**config.mk**
```make
export PLATFORM = sky130hd
export DESIGN_NAME = calc_apb_sched
export DESIGN_NICKNAME = d
export VERILOG_FILES = /design/src/rtl/calc_pkg.sv /design/src/rtl/rr_arbiter.sv /design/src/rtl/calc_apb_sched.sv
export SDC_FILE = /design/constraint.sdc
export NUM_CORES = 1
export LEC_CHECK = 0
export CORE_AREA = 2 2 156 158
export DETAILED_ROUTE_END_ITERATION = 6
export DIE_AREA = 0 0 158 160
export GPL_TIMING_DRIVEN = 0
export PLACE_DENSITY = 0.77
export SLEW_MARGIN = 20
export SYNTH_ARGS = -nofsm -noshare
export SYNTH_HDL_FRONTEND = slang
export SYNTH_SLANG_ARGS = --single-unit
```
**constraint.sdc**
```tcl
create_clock -name PCLK -period 9.85 [get_ports PCLK]
set_input_delay 2.955 -clock PCLK [delete_from_list [all_inputs] [get_ports PCLK]]
set_output_delay 2.955 -clock PCLK [all_outputs]
set_load 0.02 [all_outputs]
```
**src/rtl/calc_pkg.sv**
```systemverilog
// Shared constants and types for the calculator APB scheduler.
// Register map, op encoding and FSM state type.
package calc_pkg;

  localparam logic [31:0] CALC_ADDR_A   = 32'h0000_0000;
  localparam logic [31:0] CALC_ADDR_B   = 32'h0000_0004;
  localparam logic [31:0] CALC_ADDR_OP  = 32'h0000_0008;
  localparam logic [31:0] CALC_ADDR_RES = 32'h0000_000C;

  localparam logic OP_SUB = 1'b0;
  localparam logic OP_ADD = 1'b1;

  typedef enum logic [2:0] {
    IDLE,
    ARB,
    SETUP,
    ACCESS,
    GAP,
    RESP
  } state_t;

  function automatic logic [31:0] step_addr(input logic [1:0] step);
    case (step)
      2'd0:    step_addr = CALC_ADDR_A;
      2'd1:    step_addr = CALC_ADDR_B;
      2'd2:    step_addr = CALC_ADDR_OP;
      default: step_addr = CALC_ADDR_RES;
    endcase
  endfunction

endpackage

```
**src/rtl/rr_arbiter.sv**
```systemverilog
// Combinational round-robin arbiter: first valid request after last_grant, with wrap.
module rr_arbiter #(
  parameter int unsigned NREQ = 4
) (
  input  logic [NREQ-1:0]         req_i,
  input  logic [$clog2(NREQ)-1:0] last_grant_i,
  input  logic                    en_i,
  output logic [NREQ-1:0]         grant_o,
  output logic [$clog2(NREQ)-1:0] grant_idx_o
);

  localparam int unsigned IDX_W = $clog2(NREQ);

  logic                 found;
  int unsigned          cand;
  logic [IDX_W-1:0]     cidx;

  always_comb begin
    grant_o     = '0;
    grant_idx_o = '0;
    found       = 1'b0;
    cand        = 0;
    cidx        = '0;
    if (en_i) begin
      for (int unsigned k = 1; k <= NREQ; k++) begin
        cand = (32'(last_grant_i) + k) % NREQ;
        cidx = IDX_W'(cand);
        if (!found && req_i[cidx]) begin
          found         = 1'b1;
          grant_o[cidx] = 1'b1;
          grant_idx_o   = cidx;
        end
      end
    end
  end

endmodule

```
**src/rtl/calc_apb_sched.sv**
```systemverilog
// APB master sharing the calculator slave between NREQ requesters:
// round-robin grant, then write A, write B, write op, gap, read result.
module calc_apb_sched #(
  parameter int unsigned NREQ    = 4,
  parameter int unsigned DATA_W  = 32,
  parameter int unsigned TIMEOUT = 16
) (
  input  logic                      PCLK,
  input  logic                      PRESET,
  input  logic [NREQ-1:0]           req_valid,
  output logic [NREQ-1:0]           req_ready,
  input  logic [NREQ*DATA_W-1:0]    req_a,
  input  logic [NREQ*DATA_W-1:0]    req_b,
  input  logic [NREQ-1:0]           req_op,
  output logic                      rsp_valid,
  input  logic                      rsp_ready,
  output logic [$clog2(NREQ)-1:0]   rsp_id,
  output logic [DATA_W-1:0]         rsp_data,
  output logic                      rsp_err,
  output logic                      PSEL,
  output logic                      PENABLE,
  output logic                      PWRITE,
  output logic [31:0]               PADDR,
  output logic [DATA_W-1:0]         PWDATA,
  input  logic [DATA_W-1:0]         PRDATA,
  input  logic                      PREADY
);
  import calc_pkg::*;

  localparam int unsigned IDX_W  = $clog2(NREQ);
  localparam int unsigned WAIT_W = $clog2(TIMEOUT + 1);

  state_t              state_q, state_d;
  logic [1:0]          step_q, step_d;
  logic [IDX_W-1:0]    last_q, last_d;
  logic [DATA_W-1:0]   a_q, a_d, b_q, b_d;
  logic                op_q, op_d;
  logic [WAIT_W-1:0]   wait_q, wait_d;
  logic                rsp_valid_q, rsp_valid_d;
  logic [IDX_W-1:0]    rsp_id_q, rsp_id_d;
  logic [DATA_W-1:0]   rsp_data_q, rsp_data_d;
  logic                rsp_err_q, rsp_err_d;
  logic                psel_q, psel_d, penable_q, penable_d, pwrite_q, pwrite_d;
  logic [31:0]         paddr_q, paddr_d;
  logic [DATA_W-1:0]   pwdata_q, pwdata_d;

  logic [NREQ-1:0]     grant;
  logic [IDX_W-1:0]    grant_idx;
  logic [DATA_W-1:0]   a_sel, b_sel;

  rr_arbiter #(.NREQ(NREQ)) u_arb (
    .req_i        (req_valid),
    .last_grant_i (last_q),
    .en_i         (state_q == ARB),
    .grant_o      (grant),
    .grant_idx_o  (grant_idx)
  );

  assign req_ready = grant;

  always_comb begin
    a_sel = '0;
    b_sel = '0;
    for (int unsigned i = 0; i < NREQ; i++) begin
      if (grant[i]) begin
        a_sel = req_a[i*DATA_W +: DATA_W];
        b_sel = req_b[i*DATA_W +: DATA_W];
      end
    end
  end

  always_comb begin
    state_d    = state_q;
    step_d     = step_q;
    last_d     = last_q;
    a_d        = a_q;
    b_d        = b_q;
    op_d       = op_q;
    wait_d     = wait_q;
    rsp_id_d   = rsp_id_q;
    rsp_data_d = rsp_data_q;
    rsp_err_d  = rsp_err_q;

    case (state_q)
      IDLE: if (|req_valid) state_d = ARB;
      ARB: begin
        // A requester may withdraw between IDLE and ARB; fall back to IDLE then.
        if (|grant) begin
          a_d      = a_sel;
          b_d      = b_sel;
          op_d     = req_op[grant_idx];
          last_d   = grant_idx;
          rsp_id_d = grant_idx;
          step_d   = 2'd0;
          state_d  = SETUP;
        end else begin
          state_d = IDLE;
        end
      end
      SETUP: begin
        wait_d  = '0;
        state_d = ACCESS;
      end
      ACCESS: begin
        if (PREADY) begin
          case (step_q)
            2'd0, 2'd1: begin
              step_d  = step_q + 2'd1;
              state_d = SETUP;
            end
            2'd2:    state_d = GAP;
            default: begin
              rsp_data_d = PRDATA;
              rsp_err_d  = 1'b0;
              state_d    = RESP;
            end
          endcase
        end else if (wait_q == WAIT_W'(TIMEOUT - 1)) begin
          rsp_data_d = '0;
          rsp_err_d  = 1'b1;
          state_d    = RESP;
        end else begin
          wait_d = wait_q + 1'b1;
        end
      end
      GAP: begin
        step_d  = 2'd3;
        state_d = SETUP;
      end
      RESP: if (rsp_ready) state_d = (|req_valid) ? ARB : IDLE;
      default: state_d = IDLE;
    endcase

    // Bus outputs are registered from the next-state view so they align with the phase.
    psel_d      = (state_d == SETUP) || (state_d == ACCESS);
    penable_d   = (state_d == ACCESS);
    pwrite_d    = psel_d && (step_d != 2'd3);
    paddr_d     = psel_d ? step_addr(step_d) : '0;
    pwdata_d    = '0;
    if (pwrite_d) begin
      case (step_d)
        2'd0:    pwdata_d    = a_d;
        2'd1:    pwdata_d    = b_d;
        default: pwdata_d[0] = (op_d == OP_ADD);
      endcase
    end
    rsp_valid_d = (state_d == RESP);
  end

  always_ff @(posedge PCLK or posedge PRESET) begin
    if (PRESET) begin
      state_q     <= IDLE;
      step_q      <= '0;
      last_q      <= IDX_W'(NREQ - 1);
      a_q         <= '0;
      b_q         <= '0;
      op_q        <= OP_SUB;
      wait_q      <= '0;
      rsp_valid_q <= 1'b0;
      rsp_id_q    <= '0;
      rsp_data_q  <= '0;
      rsp_err_q   <= 1'b0;
      psel_q      <= 1'b0;
      penable_q   <= 1'b0;
      pwrite_q    <= 1'b0;
      paddr_q     <= '0;
      pwdata_q    <= '0;
    end else begin
      state_q     <= state_d;
      step_q      <= step_d;
      last_q      <= last_d;
      a_q         <= a_d;
      b_q         <= b_d;
      op_q        <= op_d;
      wait_q      <= wait_d;
      rsp_valid_q <= rsp_valid_d;
      rsp_id_q    <= rsp_id_d;
      rsp_data_q  <= rsp_data_d;
      rsp_err_q   <= rsp_err_d;
      psel_q      <= psel_d;
      penable_q   <= penable_d;
      pwrite_q    <= pwrite_d;
      paddr_q     <= paddr_d;
      pwdata_q    <= pwdata_d;
    end
  end

  assign rsp_valid = rsp_valid_q;
  assign rsp_id    = rsp_id_q;
  assign rsp_data  = rsp_data_q;
  assign rsp_err   = rsp_err_q;
  assign PSEL      = psel_q;
  assign PENABLE   = penable_q;
  assign PWRITE    = pwrite_q;
  assign PADDR     = paddr_q;
  assign PWDATA    = pwdata_q;

endmodule

```
==> impl_metrics.tcl <==
set metrics [dict create \
    grt_overflow 0 \
    synthDistinctLibCells 79 \
    p_int_w 0.00230 \
    port_buffers 373 \
    p_seq_share_pct 22.7 \
    finalHoldViolCount 0 \
    power_density_nw_per_um2 319 \
    io_pins 407 \
    fp.dieW_um 158 \
    drc_errors 0 \
    cap_violations 0 \
    slew_violations 0 \
    grt_usage_pct 30.0 \
    holdPathStages 2 \
    rows 57 \
    worst_pin_slew_ps 820 \
    min_period_over_period_pct 96.4 \
    fin_setup_tns_ps 0 \
    required_ps 6900 \
    switchingPower_w 0.00213 \
    dieArea_um2 25300 \
    sw_frac_of_total_pct 48.1 \
    drive_above_1_share_pct 10.5 \
    grt_pass1_wl_mm 56.5 \
    cts-root-buf "clkbuf_16" \
    drtPass1Iterations 5 \
    crit_fanout 10 \
    yosysWarnings 0 \
    gp_congestion 0.927 \
    grt_antenna_before_repair 8 \
    seq_area_frac_synth_pct 41.7 \
    crit_type "in -> out" \
    cts.clk_slew.worst_paths_ps 70 \
    cts_setup_buffers 0 \
    syn2layout_area_growth_pct 54.1 \
    cp_data_arrival_time_ps 6540 \
    grt_pass1_vias 9810 \
    max_freq_mhz 105 \
    grt_max_degree 109 \
    clkPwrFrac_pct 14.4 \
    hpwlAfterDp_mm 30.7 \
    cts_tree "built" \
    p_leak_nw 5.74 \
    hold_path.class "reg -> reg" \
    multi_input_area_um2 4480 \
    die_h_um 160 \
    vias_per_cell 5.63 \
    rsz0062_at_grt "no" \
    finish.utilization_pct 58.3 \
    setup_viol 0 \
    async_flop_share_pct 100 \
    final_cell_mix "clkdlybuf4s50_1, dfrtp_1, nor2_1" \
    routed_wirelength_mm 38.8 \
    syn_area_um2 9010 \
    p_comb_share_pct 62.8 \
    status "complete, no violations" \
    fillers 2099 \
    syn_avg_cell_area_um2 9.17 \
    clock_latency_ps 440 \
    finClkSkew_ps 13.4 \
    cts_buffer_depth 2 \
    ir_drop_uv 162 \
    drtIter0Drc 743 \
    numCtsBuffers 17 \
    synth-seq-cells 150 \
    cts_resized 0 \
    critPathCaptureType "output pin" \
    wl_per_cell_um 22.2 \
    cts_hold_buf 0 \
    ant_nets 0 \
    h-tree-depth 4 \
    vias 9848 \
    reg2reg_depth 14 \
    synth_ff_type "dfrtp_1" \
    final_common_cell "clkdlybuf4s50_1" \
    cts_sinks 150 \
    regArea_um2 3760 \
    final_nets 1720 \
    initial_utilization_pct 37.8 \
    core_area_um2 23800 \
    period_needed_ps 9500 \
    cp-start-kind "primary input" \
    slew-limit-headroom_pct 45.4 \
    netlist_instances 983 \
    synth_edf_count 0 \
]
==> layout make-up <==
cell class	count	area share, %
inverter	52	1.48
timing repair buffer	374	27.1
tap	324	2.92
clock inverter	15	1.08
antenna	6	0.108
buffer	120	4.97
clock buffer	17	3.06
multi-input combinational	690	32.2
sequential	150	27.1
==> registers in the layout, indices dropped and copies added, names as in the netlist, 2 cells and up <==
register and flops:
PADDR 2, PWDATA 32, a_q 32, b_q 32, last_q 2, rsp_data 32, rsp_id 2, state_q 3
step_q 2, wait_q 5
==> power groups by stage <==
stage | Combinational, W | Sequential [W] | Clock (W)
2_1_floorplan | 0.00165 | 0.00112 | 0
3_3_place_gp | 0.00270 | 0.00101 | 0
3_5_place_dp | 0.00274 | 0.00102 | 0
4_1_cts | 0.00275 | 0.00101 | 0.000645
5_1_grt | 0.00297 | 0.00103 | 0.000671
6_report | 0.00278 | 0.00101 | 0.000639
==> kinds of logic (layout without fill, tap and decap cells) <==
kind of cell | Yosys count | after routing | synth area share [%]
buf+inv | 172 | 578 | 9.84
compound gates | 281 | 281 | 25.4
mux | 13 | 13 | 1.79
other cells | 1 | 36 | 0.0416
flops | 150 | 150 | 41.7
simple gates | 350 | 350 | 19.1
xor+xnor | 1 | 1 | 0.0972
fa+ha+maj | 15 | 15 | 2.08
==> final timing paths <==
| path | from | to | slack (ps) |
|---|---|---|---|
| min in group asynchronous | PRESET | rsp_data[5] | 2920 |
| max in group asynchronous | PRESET | b_q[13] | 6100 |
| hold reg to reg | b_q[20] | b_q[20] | 490 |
| setup / recovery | req_valid[3] | req_ready[1] | 350 |
| hold / removal | b_q[20] | b_q[20] | 490 |
| setup reg to reg | last_q[0] | PWDATA[13] | 4960 |
==> metrics by stage <==
stage	instance area, µm²	std cells	total power [W]	hold WS [ps]	setup WS (ps)
after floorplan	9120	1012	0.00277	439	2090
after CTS	13900	1742	0.00440	493	372
after detailed placement	13300	1710	0.00376	475	390
after global routing	13900	1748	0.00467	508	181
final	13900	1748	0.00443	495	351
after global placement	13300	1709	0.00370	461	391
==> Yosys cell counts (all sizes together), types with 24 or more instances <==
cell	instances	area [µm²]
nand4	65	407
clkbuf	54	204
nor2	131	492
o32ai	29	457
dfrtp	148	3700
a31oi	28	175
inv	51	194
nand2	64	240
a22o	33	289
a221oi	28	245
nand3	32	173
a41oi	24	210
a21oi	68	344
buf	66	485
==> critical path, stage by stage <==
cell and delay [ps]:
clkdlybuf4s50_1 420, buf_2 190, mux2i_2 320, mux2i_2 230, a2111o_1 430, a21oi_1 440, clkbuf_1 560, buf_2 360
nor2_1 70, clkdlybuf4s50_1 560
==> routing by layer <==
layer | global-route usage (%) | share of wire, % | vias up
li1 | - | - | 4430
met1 | 34.5 | 35 | 4734
met2 | 52.3 | 51 | 593
met3 | 7.25 | 9.7 | 87
met4 | 13.3 | 3.5 | 4
met5 | 0 | 0.080 | -
Note: power is estimated with default switching activity, not from simulation.
